**config.mk**
```make
export PLATFORM = sky130hd
export DESIGN_NAME = lcd_bus_receiver
export DESIGN_NICKNAME = d
export VERILOG_FILES = /design/src/rtl/lcd_bus_receiver.sv
export SDC_FILE = /design/constraint.sdc
export NUM_CORES = 1
export LEC_CHECK = 0
export CAP_MARGIN = 30
export CORE_MARGIN = 2
export CORE_UTILIZATION = 35
export DETAILED_ROUTE_END_ITERATION = 8
export HOLD_SLACK_MARGIN = 0.15
export PLACE_DENSITY = 0.51
export RECOVER_POWER = 25
export SETUP_SLACK_MARGIN = 0.4
export SKIP_CTS_REPAIR_TIMING = 1
export SYNTH_ARGS = -nofsm -noshare
export SYNTH_HDL_FRONTEND = slang
export SYNTH_SLANG_ARGS = --single-unit
export TNS_END_PERCENT = 50
```
**constraint.sdc**
```tcl
create_clock -name clk -period 4.13 [get_ports clk]
set_input_delay 0.6195 -clock clk [delete_from_list [all_inputs] [get_ports clk]]
set_output_delay 0.6195 -clock clk [all_outputs]
set_load 0.005 [all_outputs]
```
**src/rtl/lcd_bus_receiver.sv**
```systemverilog
// Receiving end of an 8-bit 8080-style LCD write bus: synchronises the bus, decodes
// CASET/PASET/RAMWR/SWRESET and emits RGB565 pixels with their screen coordinates.
module lcd_bus_receiver #(
  parameter  int H_RES       = 320,
  parameter  int V_RES       = 240,
  parameter  int SYNC_STAGES = 2,
  localparam int XW          = $clog2(H_RES),
  localparam int YW          = $clog2(V_RES)
) (
  input  logic          clk,
  input  logic          resetN,
  input  logic [7:0]    lcd_db,
  input  logic          lcd_wr,
  input  logic          lcd_d_c,
  input  logic          lcd_rd,
  input  logic          lcd_reset,
  output logic          cmd_valid,
  output logic [7:0]    cmd_code,
  output logic          frame_start,
  output logic          pix_valid,
  output logic [XW-1:0] pix_x,
  output logic [YW-1:0] pix_y,
  output logic [15:0]   pix_rgb
);

  localparam logic [15:0] L_H_RES  = 16'(H_RES);
  localparam logic [15:0] L_V_RES  = 16'(V_RES);
  localparam logic [15:0] L_EC_DEF = 16'(H_RES - 1);
  localparam logic [15:0] L_EP_DEF = 16'(V_RES - 1);

  typedef enum logic [2:0] {
    S_IDLE, S_IGNORE, S_CASET, S_PASET, S_RAMWR_HI, S_RAMWR_LO
  } state_t;

  logic [SYNC_STAGES-1:0] r_wr_sync, r_dc_sync, r_rst_sync;
  logic [7:0]             r_db_sync [SYNC_STAGES];
  logic                   r_wr_prev;
  logic                   w_wr_s, w_dc_s, w_rst_s, w_strobe;
  logic [7:0]             w_db_s;
  logic                   w_unused;

  state_t      r_state;
  logic [1:0]  r_idx;
  logic [23:0] r_par;
  logic [7:0]  r_hi;
  logic [15:0] r_sc, r_ec, r_sp, r_ep;
  logic [15:0] r_cur_x, r_cur_y;

  assign w_unused = lcd_rd;

  // The write strobe chain resets high so an idle bus never looks like a rising edge.
  always_ff @(posedge clk or negedge resetN) begin
    if (!resetN) begin
      r_wr_sync  <= '1;
      r_dc_sync  <= '0;
      r_rst_sync <= '0;
      for (int i = 0; i < SYNC_STAGES; i++) r_db_sync[i] <= '0;
    end else begin
      r_wr_sync    <= {r_wr_sync[SYNC_STAGES-2:0], lcd_wr};
      r_dc_sync    <= {r_dc_sync[SYNC_STAGES-2:0], lcd_d_c};
      r_rst_sync   <= {r_rst_sync[SYNC_STAGES-2:0], lcd_reset};
      r_db_sync[0] <= lcd_db;
      for (int i = 1; i < SYNC_STAGES; i++) r_db_sync[i] <= r_db_sync[i-1];
    end
  end

  assign w_wr_s   = r_wr_sync[SYNC_STAGES-1];
  assign w_dc_s   = r_dc_sync[SYNC_STAGES-1];
  assign w_rst_s  = r_rst_sync[SYNC_STAGES-1];
  assign w_db_s   = r_db_sync[SYNC_STAGES-1];
  assign w_strobe = w_wr_s & ~r_wr_prev;

  always_ff @(posedge clk or negedge resetN) begin
    if (!resetN) begin
      r_wr_prev   <= 1'b1;
      r_state     <= S_IDLE;
      r_idx       <= '0;
      r_par       <= '0;
      r_hi        <= '0;
      r_sc        <= '0;
      r_ec        <= L_EC_DEF;
      r_sp        <= '0;
      r_ep        <= L_EP_DEF;
      r_cur_x     <= '0;
      r_cur_y     <= '0;
      cmd_valid   <= 1'b0;
      cmd_code    <= '0;
      frame_start <= 1'b0;
      pix_valid   <= 1'b0;
      pix_x       <= '0;
      pix_y       <= '0;
      pix_rgb     <= '0;
    end else begin
      r_wr_prev   <= w_wr_s;
      cmd_valid   <= 1'b0;
      frame_start <= 1'b0;
      pix_valid   <= 1'b0;
      if (!w_rst_s) begin
        r_state <= S_IDLE;
        r_sc    <= '0;
        r_ec    <= L_EC_DEF;
        r_sp    <= '0;
        r_ep    <= L_EP_DEF;
      end else if (w_strobe && !w_dc_s) begin
        cmd_valid <= 1'b1;
        cmd_code  <= w_db_s;
        r_idx     <= '0;
        case (w_db_s)
          8'h2A: r_state <= S_CASET;
          8'h2B: r_state <= S_PASET;
          8'h2C: begin
            r_state     <= S_RAMWR_HI;
            frame_start <= 1'b1;
            r_cur_x     <= r_sc;
            r_cur_y     <= r_sp;
          end
          8'h01: begin
            r_state <= S_IDLE;
            r_sc    <= '0;
            r_ec    <= L_EC_DEF;
            r_sp    <= '0;
            r_ep    <= L_EP_DEF;
          end
          default: r_state <= S_IGNORE;
        endcase
      end else if (w_strobe) begin
        case (r_state)
          S_CASET, S_PASET: begin
            r_idx <= r_idx + 2'd1;
            case (r_idx)
              2'd0: r_par[23:16] <= w_db_s;
              2'd1: r_par[15:8]  <= w_db_s;
              2'd2: r_par[7:0]   <= w_db_s;
              default: begin
                // Window registers change only once all four parameters have arrived.
                if (r_state == S_CASET) begin
                  r_sc <= r_par[23:8];
                  r_ec <= {r_par[7:0], w_db_s};
                end else begin
                  r_sp <= r_par[23:8];
                  r_ep <= {r_par[7:0], w_db_s};
                end
                r_state <= S_IGNORE;
              end
            endcase
          end
          S_RAMWR_HI: begin
            r_hi    <= w_db_s;
            r_state <= S_RAMWR_LO;
          end
          S_RAMWR_LO: begin
            r_state <= S_RAMWR_HI;
            if ((r_cur_x < L_H_RES) && (r_cur_y < L_V_RES)) begin
              pix_valid <= 1'b1;
              pix_x     <= r_cur_x[XW-1:0];
              pix_y     <= r_cur_y[YW-1:0];
              pix_rgb   <= {r_hi, w_db_s};
            end
            // Address advance runs even for dropped pixels, wrapping inside the window.
            if (r_cur_x == r_ec) begin
              r_cur_x <= r_sc;
              r_cur_y <= (r_cur_y == r_ep) ? r_sp : r_cur_y + 16'd1;
            end else begin
              r_cur_x <= r_cur_x + 16'd1;
            end
          end
          default: r_state <= r_state;
        endcase
      end
    end
  end

endmodule

```
Word level (Yosys, flattened, before mapping)
Cells that the tools add are included.
- register bits: 200
- bits of input ports: 14
- output and inout bits: 44
- logic and storage cells: 133
- add/subtract/negate cells: 3
- magnitude comparators: 2
- equal/unequal tests: 21
- multiplexer cells: 57
- bitwise gates (word level): 3
- reduce and logical (&&, ||, !) cells: 22
- operators by type and width (kind ; count):
    16-bit two-way mux ; 38
    5-bit AND reduction ; 7
    16-bit by 1-bit adder with 16-bit output (second input constant) ; 2
    16-bit == test ; 2
    8-bit by 6-bit == test with 1-bit output (second input constant) ; 3
    16-bit by 8-bit < comparator with 1-bit output (second input constant) ; 1
    16-bit by 9-bit < comparator with 1-bit output (second input constant) ; 1
    3-bit two-way mux ; 4
    3-bit case mux with 4 select lines ; 1
    1-bit two-way mux ; 10
    3-bit by 1-bit inequality test with 1-bit output (second input constant) ; 3
    3-bit case mux with 3 select lines ; 1
    8-bit by 1-bit == test with 1-bit output (second input constant) ; 1
    4-bit AND reduction ; 2
    2-bit nonzero test ; 4
    3-bit by 2-bit == test with 1-bit output (second input constant) ; 2
    3-bit == test (second input constant) ; 2
    2-bit two-way mux ; 3
    3-bit by 2-bit inequality test with 1-bit output (second input constant) ; 2
    3-bit AND reduction ; 2
    5-bit by 1-bit inequality test with 1-bit output (second input constant) ; 1
    4-bit inequality test (second input constant) ; 1
    3-bit inequality test (second input constant) ; 1
    3-bit OR reduction ; 1
    11 further kinds ; 13

Logic depth before layout (Yosys ltp)
Gate-level depths: netlist of run 1.
- depth after elaboration: 7
- depth in mapped cells: 9

Worst setup path before layout of run 1
Ideal clock, no wire load.
- path type: reg-to-reg
- start: register r_wr_sync[1]
- end: register pix_rgb[0]
- setup time: 0.125 ns
- arrival time: 1.944 ns
- path slack: 2.061 ns
- cell stages (with the launch flop): 7
- buffers on the path: 1
- clock period less this slack: 2.069 ns
- path through: dfstp_2 -> nor2b_1 -> nand2_1 -> nand4b_1 -> nor3_2 -> buf_2 -> mux2_2
- word-level cells in the longest chain between the ends: 4
- ends and longest elaborated chain (element ; line ; source):
    from (decl) ; 35 ; logic [SYNC_STAGES-1:0] r_wr_sync, r_dc_sync, r_rst_sync;
    from (signal assigned) ; 59 ; r_wr_sync <= {r_wr_sync[SYNC_STAGES-2:0], lcd_wr};
    1-bit bitwise AND * ; 71 ; assign w_strobe = w_wr_s & ~r_wr_prev;
    1-bit logical AND ; 104 ; end else if (w_strobe && !w_dc_s) begin
    1-bit inverter (no line) ; n/a ;
    5-bit AND reduction (no line) * ; n/a ;
    to (signal assigned) ; 157 ; pix_rgb <= {r_hi, w_db_s};
    to (decl) ; 23 ; output logic [15:0] pix_rgb
Mark *: on every way between the ends. The rest lies on a longest branch, timed or not.
A chain may end at the register's enable or synchronous reset.

Worst setup path in the final report of run 1
- start: register r_cur_x[2]
- end: register r_cur_x[0]
- word-level cells in the longest chain between the ends: 5
- ends and longest elaborated chain (element ; line ; source):
    from (decl) ; 47 ; logic [15:0] r_cur_x, r_cur_y;
    from (signal assigned) ; 114 ; r_cur_x <= r_sc;
    from (signal assigned) ; 161 ; r_cur_x <= r_sc;
    from (signal assigned) ; 164 ; r_cur_x <= r_cur_x + 16'd1;
    16-bit == test ; 160 ; if (r_cur_x == r_ec) begin
    16-bit two-way mux ; 160 ;
    16-bit two-way mux ; 127 ; case (r_state)
    16-bit two-way mux ; 126 ; end else if (w_strobe) begin
    16-bit two-way mux ; 104 ;
No other way between the ends. The select of a mux whose other input is x is not followed.

==> flow_summary.json, run 1 <==
{
  "outcome": "finished, violations left",
  "violations": "capacitance limit, slew limit",
  "synth_area_leaders": "dfrtp_1 50%, mux2_2 9.0%, nand3_1 5.0%",
  "layout-drive-gt1-share_pct": 18.4,
  "clk_latency_ns": 0.44,
  "hold_violations": 0,
  "period_minus_slack_ns": 2.79,
  "worst_pin_slew_ns": 2.29,
  "grt_max_degree": 87,
  "drcViolationCount": 0,
  "grt_pass1_wl_um": 37900,
  "cp_data_arrival_time_ns": 3.12,
  "wl_um": 23400,
  "finalNetCount": 875,
  "worstSetupStartpointType": "register",
  "start_util_pct": 35.5,
  "clk_path_buf_depth": 2,
  "timing.rr.start": "r_cur_x[2]",
  "drt-initial-drc-count": 359,
  "reg2reg_to": "r_cur_x[0]",
  "coreArea_um2": 25900,
  "synth_warnings": 0,
  "grt_pass1_vias": 6296,
  "power.density_nw_per_um2": 370,
  "cts_buffers": 17,
  "viasPerCell": 5.21,
  "fin_util_pct": 41.0,
  "setup_violations": 0,
  "synthDistinctLibCells": 48,
  "dp_hpwl_um": 15100,
  "critPathKind": "register to register",
  "drv_cap": 1,
  "slew_violations": 85,
  "cts_num_sinks": 200,
  "ys_seq_area_share_pct": 54.6,
  "post_drt_wl_per_cell_um": 19.5,
  "ir_drop_mv": 0.231,
  "total_power_uw": 3940,
  "die_height_um": 166,
  "netlist.area_leader.share_pct": 49.7,
  "leakage_uw": 0.00470,
  "slew_headroom_pct": -52.4,
  "fill_cells": 2523,
  "rr_worst_depth": 7,
  "ys_seq_elements": 200,
  "synthCells": 826,
  "io_pins": 58,
  "clkTransAtPathRegs_ns": 0.08,
  "grt_overflow": 0,
  "yosysTopAreaCell": "dfrtp_1",
  "die_w_um": 166,
  "holdPathStages": 0,
  "required_ns": 4.45,
  "antenna_found_initial": 1,
  "cts-root-buf": "clkbuf_16",
  "min_period_over_period_pct": 67.6,
  "h-tree-depth": 4,
  "power.switching_uw": 1020,
  "place.gp.congestion": 0.808,
  "cp_max_fo": 17,
  "fin_worst_skew_ns": 0.0172,
  "place_inst": 1171,
  "seq_power_share_pct": 51.8,
  "syn_avg_cell_area_um2": 11.1,
  "max_freq_mhz": 358,
  "r2r_slack_ns": 1.34,
  "hp-start": "r_db_sync[13]",
  "tns_ns": 0,
  "cts_tree": "done",
  "rsz0062_at_grt": "false",
  "endpoint_kind": "register",
  "power_frac_clock_pct": 42.5,
  "grt_usage_pct": 17.6,
  "final_cells": 1203,
  "comb_power_share_pct": 5.7,
  "syn-num-nets": 846,
  "drtPass1Iterations": 4,
  "num_vias": 6271,
  "num_rows": 59,
  "switching_share_pct": 26.0,
  "dieArea_um2": 27600,
  "hp-class": "register to register",
  "port_buffers": 56,
  "ant_nets": 0,
  "p_int_uw": 2920,
  "diodes": 0,
  "whs_endpoint": "w_db_s[5]",
  "synth_area_um2": 9210,
  "area_growth_pct": 15.5
}
[sequential cells by signal, summed over array words and instances (netlist names), 2 cells and up]
register	flops
r_ep	16
r_wr_sync	2
r_par	24
pix_y	8
r_db_sync	8
pix_x	9
r_dc_sync	2
r_state	3
cmd_code	8
r_ec	16
r_sp	16
r_hi	8
r_cur_x	16
pix_rgb	16
r_rst_sync	2
w_db_s	8
r_idx	2
r_sc	16
r_cur_y	16
[cells by family (layout without fill, tap and decap cells)]
kind of cell | after synthesis | after routing | synth area share (%)
buf+inv | 79 | 121 | 4.17
fa+ha+maj | 6 | 6 | 0.815
simple gates | 263 | 263 | 14.6
flops | 200 | 200 | 54.6
xor+xnor | 33 | 33 | 3.14
mux | 94 | 94 | 11.2
compound gates | 151 | 151 | 11.5
[placed cells by master (no fill, tap or decap), types with 6 or more instances in the layout]
cell / netlist / layout
nor4_1: 9 / 9
inv_1: 14 / 14
nor3_1: 11 / 11
o22ai_1: 8 / 8
nor2_1: 17 / 17
nand2_1: 86 / 86
a2bb2oi_1: 17 / 17
xor2_1: 33 / 33
mux2_2: 74 / 74
inv_8: 0 / 6
clkbuf_16: 0 / 17
buf_4: 1 / 17
nand3_1: 92 / 92
dfrtp_1: 183 / 183
dfstp_2: 17 / 16
mux2i_1: 20 / 20
a21oi_1: 19 / 19
o21ai_0: 21 / 21
ha_1: 6 / 6
a21boi_0: 46 / 46
nand4_1: 12 / 12
dlygate4sd3_1: 0 / 11
a21boi_1: 16 / 16
clkdlybuf4s50_1: 0 / 44
[layout make-up]
class                      instances  area, µm²  area share (%)
inverter                          14       52.6           0.494
tap                              335        419            3.94
clock buffer                      17        425            4.00
sequential                       200       5030            47.3
timing repair buffer              75        731            6.87
clock inverter                    15        175            1.65
multi-input combinational        547       3800            35.8
[how the worst max path moves through the flow]
| stage | start | endpoint | slack, ns | cells past startpoint |
|---|---|---|---|---|
| after global routing | w_db_s[6] | r_ep[4] | 1.05 | 7 |
| after global placement | w_db_s[6] | r_ep[7] | 1.27 | 6 |
| after CTS | w_db_s[6] | r_sp[1] | 1.30 | 7 |
| after detailed placement | r_cur_x[2] | r_cur_x[0] | 1.31 | 7 |
| after floorplan | r_wr_sync[1] | pix_rgb[0] | 2.06 | 6 |
| final | r_cur_x[2] | r_cur_x[0] | 1.34 | 7 |
[critical path, stage by stage (launching register included)]
cell     delay (ns)
dfrtp_1        0.48
xor2_1         0.19
nor4_2         0.38
nand4_2        0.33
and2_1         0.52
buf_4          0.34
nor3b_1        0.16
a221o_1        0.27
[through the flow]
stage | area (µm²) | hold slack, ns | worst slack [ns]
after CTS | 10600 | 0.251 | 1.30
after global placement | 10000 | 0.333 | 1.27
after detailed placement | 10000 | 0.335 | 1.31
final | 10600 | 0.349 | 1.34
after floorplan | 9210 | 0.324 | 2.06
after global routing | 10600 | 0.358 | 1.05
[cell usage after synthesis (all sizes together)]
| library cell | instances |
|---|---|
| o211ai | 2 |
| mux2 | 74 |
| a21oi | 24 |
| nor2b | 4 |
| and3 | 3 |
| o21ai | 26 |
| dfstp | 17 |
| nand3 | 92 |
| buf | 33 |
| nor3 | 13 |
| a2bb2oi | 17 |
| mux2i | 20 |
| or3b | 1 |
| and4b | 1 |
| nor4 | 14 |
| inv | 14 |
| a32o | 1 |
| xor2 | 33 |
| o22ai | 8 |
| and4 | 3 |
| a221o | 1 |
| nand2 | 86 |
| dfrtp | 183 |
| o22a | 2 |
| nor2 | 17 |
| a21o | 1 |
| o2bb2ai | 2 |
| clkbuf | 32 |
| nand2b | 3 |
| and2 | 5 |
| nand4b | 2 |
| ha | 6 |
| nor3b | 2 |
| and3b | 1 |
| nand4 | 14 |
| nand3b | 2 |
| a21boi | 64 |
| a22o | 3 |
[power groups by stage]
| stage | clock, µW | sequential, µW | combinational, µW |
|---|---|---|---|
| detailed placement | 0 | 2080 | 232 |
| finish | 1670 | 2040 | 225 |
| global route | 1820 | 2050 | 251 |
| CTS | 1730 | 2040 | 233 |
| global placement | 0 | 2080 | 230 |
| floorplan | 0 | 2060 | 116 |
[layer usage]
layer | up-vias | track usage, % | part of all wire [%]
met1 | 3162 | 25.2 | 49
li1 | 2992 | - | -
met3 | 16 | 3.15 | 3.7
met2 | 101 | 27.7 | 46
met4 | 0 | 4.23 | 1.2
met5 | - | 0 | 0
Power figures use the tool's default switching activity.
==> run 2, diff against run 1 <==
clock period = 2.6 ns   (was 4.13 ns; I/O delays follow)
==> run 2 against run 1 <==
Net effect: the flow still finishes with violations (capacitance limit, slew limit); die area did not move; largest power group unchanged; sequential share of layout area fell by 2.3 points; global-route usage rose by 0.49 points; sequential power rose by 58%; register-to-register slack got worse by 0.94 ns; highest routed layer unchanged; critical endpoint is now r_cur_y[8]; worst hold slack improved by 0.0021 ns; total power rose by 61%.
==> flow_summary.json, run 2 (synthesis gave the netlist of run 1 again) <==
{
  "grt_pass1_vias": 6590,
  "cp_data_arrival_time_ns": 2.56,
  "ir_drop_mv": 0.361,
  "diodes": 0,
  "grt_overflow": 0,
  "placed_area_um2": 10300,
  "h-tree-depth": 4,
  "rsz0062_at_grt": "true",
  "hp-class": "register to register",
  "violations": "capacitance limit, slew limit",
  "min_period_over_period_pct": 84.6,
  "required_ns": 2.96,
  "r2r_slack_ns": 0.40,
  "die_w_um": 166,
  "layout-drive-gt1-share_pct": 24.8,
  "area_growth_pct": 21.6,
  "dieArea_um2": 27600,
  "finalWorstSetupSlack_ns": 0.401,
  "drtPass1Iterations": 4,
  "port_buffers": 56,
  "hold_violations": 0,
  "antenna_found_initial": 0,
  "holdPathStages": 0,
  "ant_nets": 0,
  "num_vias": 6543,
  "design_area_um2": 11200,
  "clk_latency_ns": 0.45,
  "viasPerCell": 5.26,
  "drt-initial-drc-count": 382,
  "io_pins": 58,
  "period_minus_slack_ns": 2.20,
  "worstSetupStartpointType": "register",
  "grt_usage_pct": 18.1,
  "clk_path_buf_depth": 2,
  "outcome": "finished, violations left",
  "timing.rr.start": "r_dc_sync[1]",
  "cts_tree": "done",
  "grt_pass1_wl_um": 38800,
  "final_cells": 1244,
  "critPathKind": "register to register",
  "finalNetCount": 916,
  "cts-root-buf": "clkbuf_16",
  "drv_cap": 1,
  "max_freq_mhz": 455,
  "grt_max_degree": 68,
  "start_util_pct": 35.5,
  "rr_worst_depth": 9,
  "worst_pin_slew_ns": 1.66,
  "hp-start": "r_db_sync[8]",
  "slowest_stage": "dfrtp_1",
  "dp_slack_ns": 0.269,
  "clkTransAtPathRegs_ns": 0.08,
  "cpMostUsedCell": "buf_4",
  "fin_worst_skew_ns": 0.0195,
  "leakage_uw": 0.00496,
  "cp_max_fo": 13,
  "critPathMaxStageDelay_ns": 0.38,
  "num_rows": 59,
  "setup_violations": 0,
  "cp_cell_sequence": "buf_4 > nor3b_2 > nand4_1 > a21o_4 > a21oi_4 > buf_4 > clkbuf_16 > a21boi_1 > a2bb2oi_1",
  "place_inst": 1194,
  "coreArea_um2": 25900,
  "cts_num_sinks": 200,
  "endpoint_kind": "register",
  "power.density_nw_per_um2": 565,
  "wl_um": 25300,
  "final_common_cell": "dfrtp_1",
  "slew_violations": 56,
  "layout_common_cells": "176 x dfrtp_1, 90 x nand3_1, 85 x nand2_1, 74 x mux2_2, 45 x a21boi_0",
  "dp_hpwl_um": 15900,
  "tns_ns": 0,
  "total_power_uw": 6320,
  "largest_reg_flops": 24,
  "slew_headroom_pct": -10.9,
  "post_drt_wl_per_cell_um": 20.3,
  "place.gp.congestion": 0.837,
  "drcViolationCount": 0,
  "whs_endpoint": "w_db_s[0]",
  "die_height_um": 166,
  "top_register": "r_par",
  "cts_buffers": 17,
  "reg2reg_to": "r_cur_y[8]"
}
-- run 2: changes by cell type in the layout (fill, tap and decap cells not counted), sizes merged --
cell / delta
buf: +37
clkbuf: +3
clkinv: -1
clkinvlp: +1
dlygate4sd3: +1
-- run 2: power breakdown --
part	switching, µW	leakage [µW]	internal, µW	total (µW)
Clock	1380	0.000285	1300	2680
Sequential	44.2	0.00265	3180	3220
Combinational	242	0.00203	179	421
Total	1670	0.00496	4660	6320
-- run 2: per-layer routing --
metal,GRT usage (%),part of all wire (%)
met1,25.7,49
met2,28.5,47
met3,3.36,3.0
met4,4.57,1.5
met5,0,0
-- run 2: cell type report --
cell class	instances	area [µm²]
clock buffers	17	425
clock inverters	15	171
fillers	2471	14700
inverters	14	52.6
multi-input cells	547	3910
flip-flops and latches	200	5030
well taps	335	419
repair buffers	116	1180
-- run 2: stage by stage --
step	util, %	hold WS [ns]
after floorplan	-	0.0944
after global placement	39.7	0.333
after detailed placement	39.7	0.336
after CTS	42.0	-0.0480
after global routing	43.2	0.358
final	43.2	0.351
-- run 2: worst max-delay path: cells and delay by family, from the launching register on --
kind | cells | cell delay (ns)
buffers and inverters | 3 | 0.52
flip-flops | 1 | 0.38
AND/OR/NAND/NOR | 2 | 0.46
AO/OA/AOI/OAI | 4 | 0.78
-- run 2: how the worst max path moves through the flow --
stage,startpoint,endpoint,slack (ns),cells after the start
6_report,r_dc_sync[1],r_cur_y[8],0.40,9
5_1_grt,resetN,r_ep[0],0.24,3
4_1_cts,r_wr_sync[1],r_par[20],0.27,5
3_5_place_dp,r_wr_sync[1],r_par[22],0.27,5
3_3_place_gp,r_wr_sync[1],pix_rgb[11],0.29,6
2_1_floorplan,r_wr_sync[1],pix_rgb[0],0.53,6
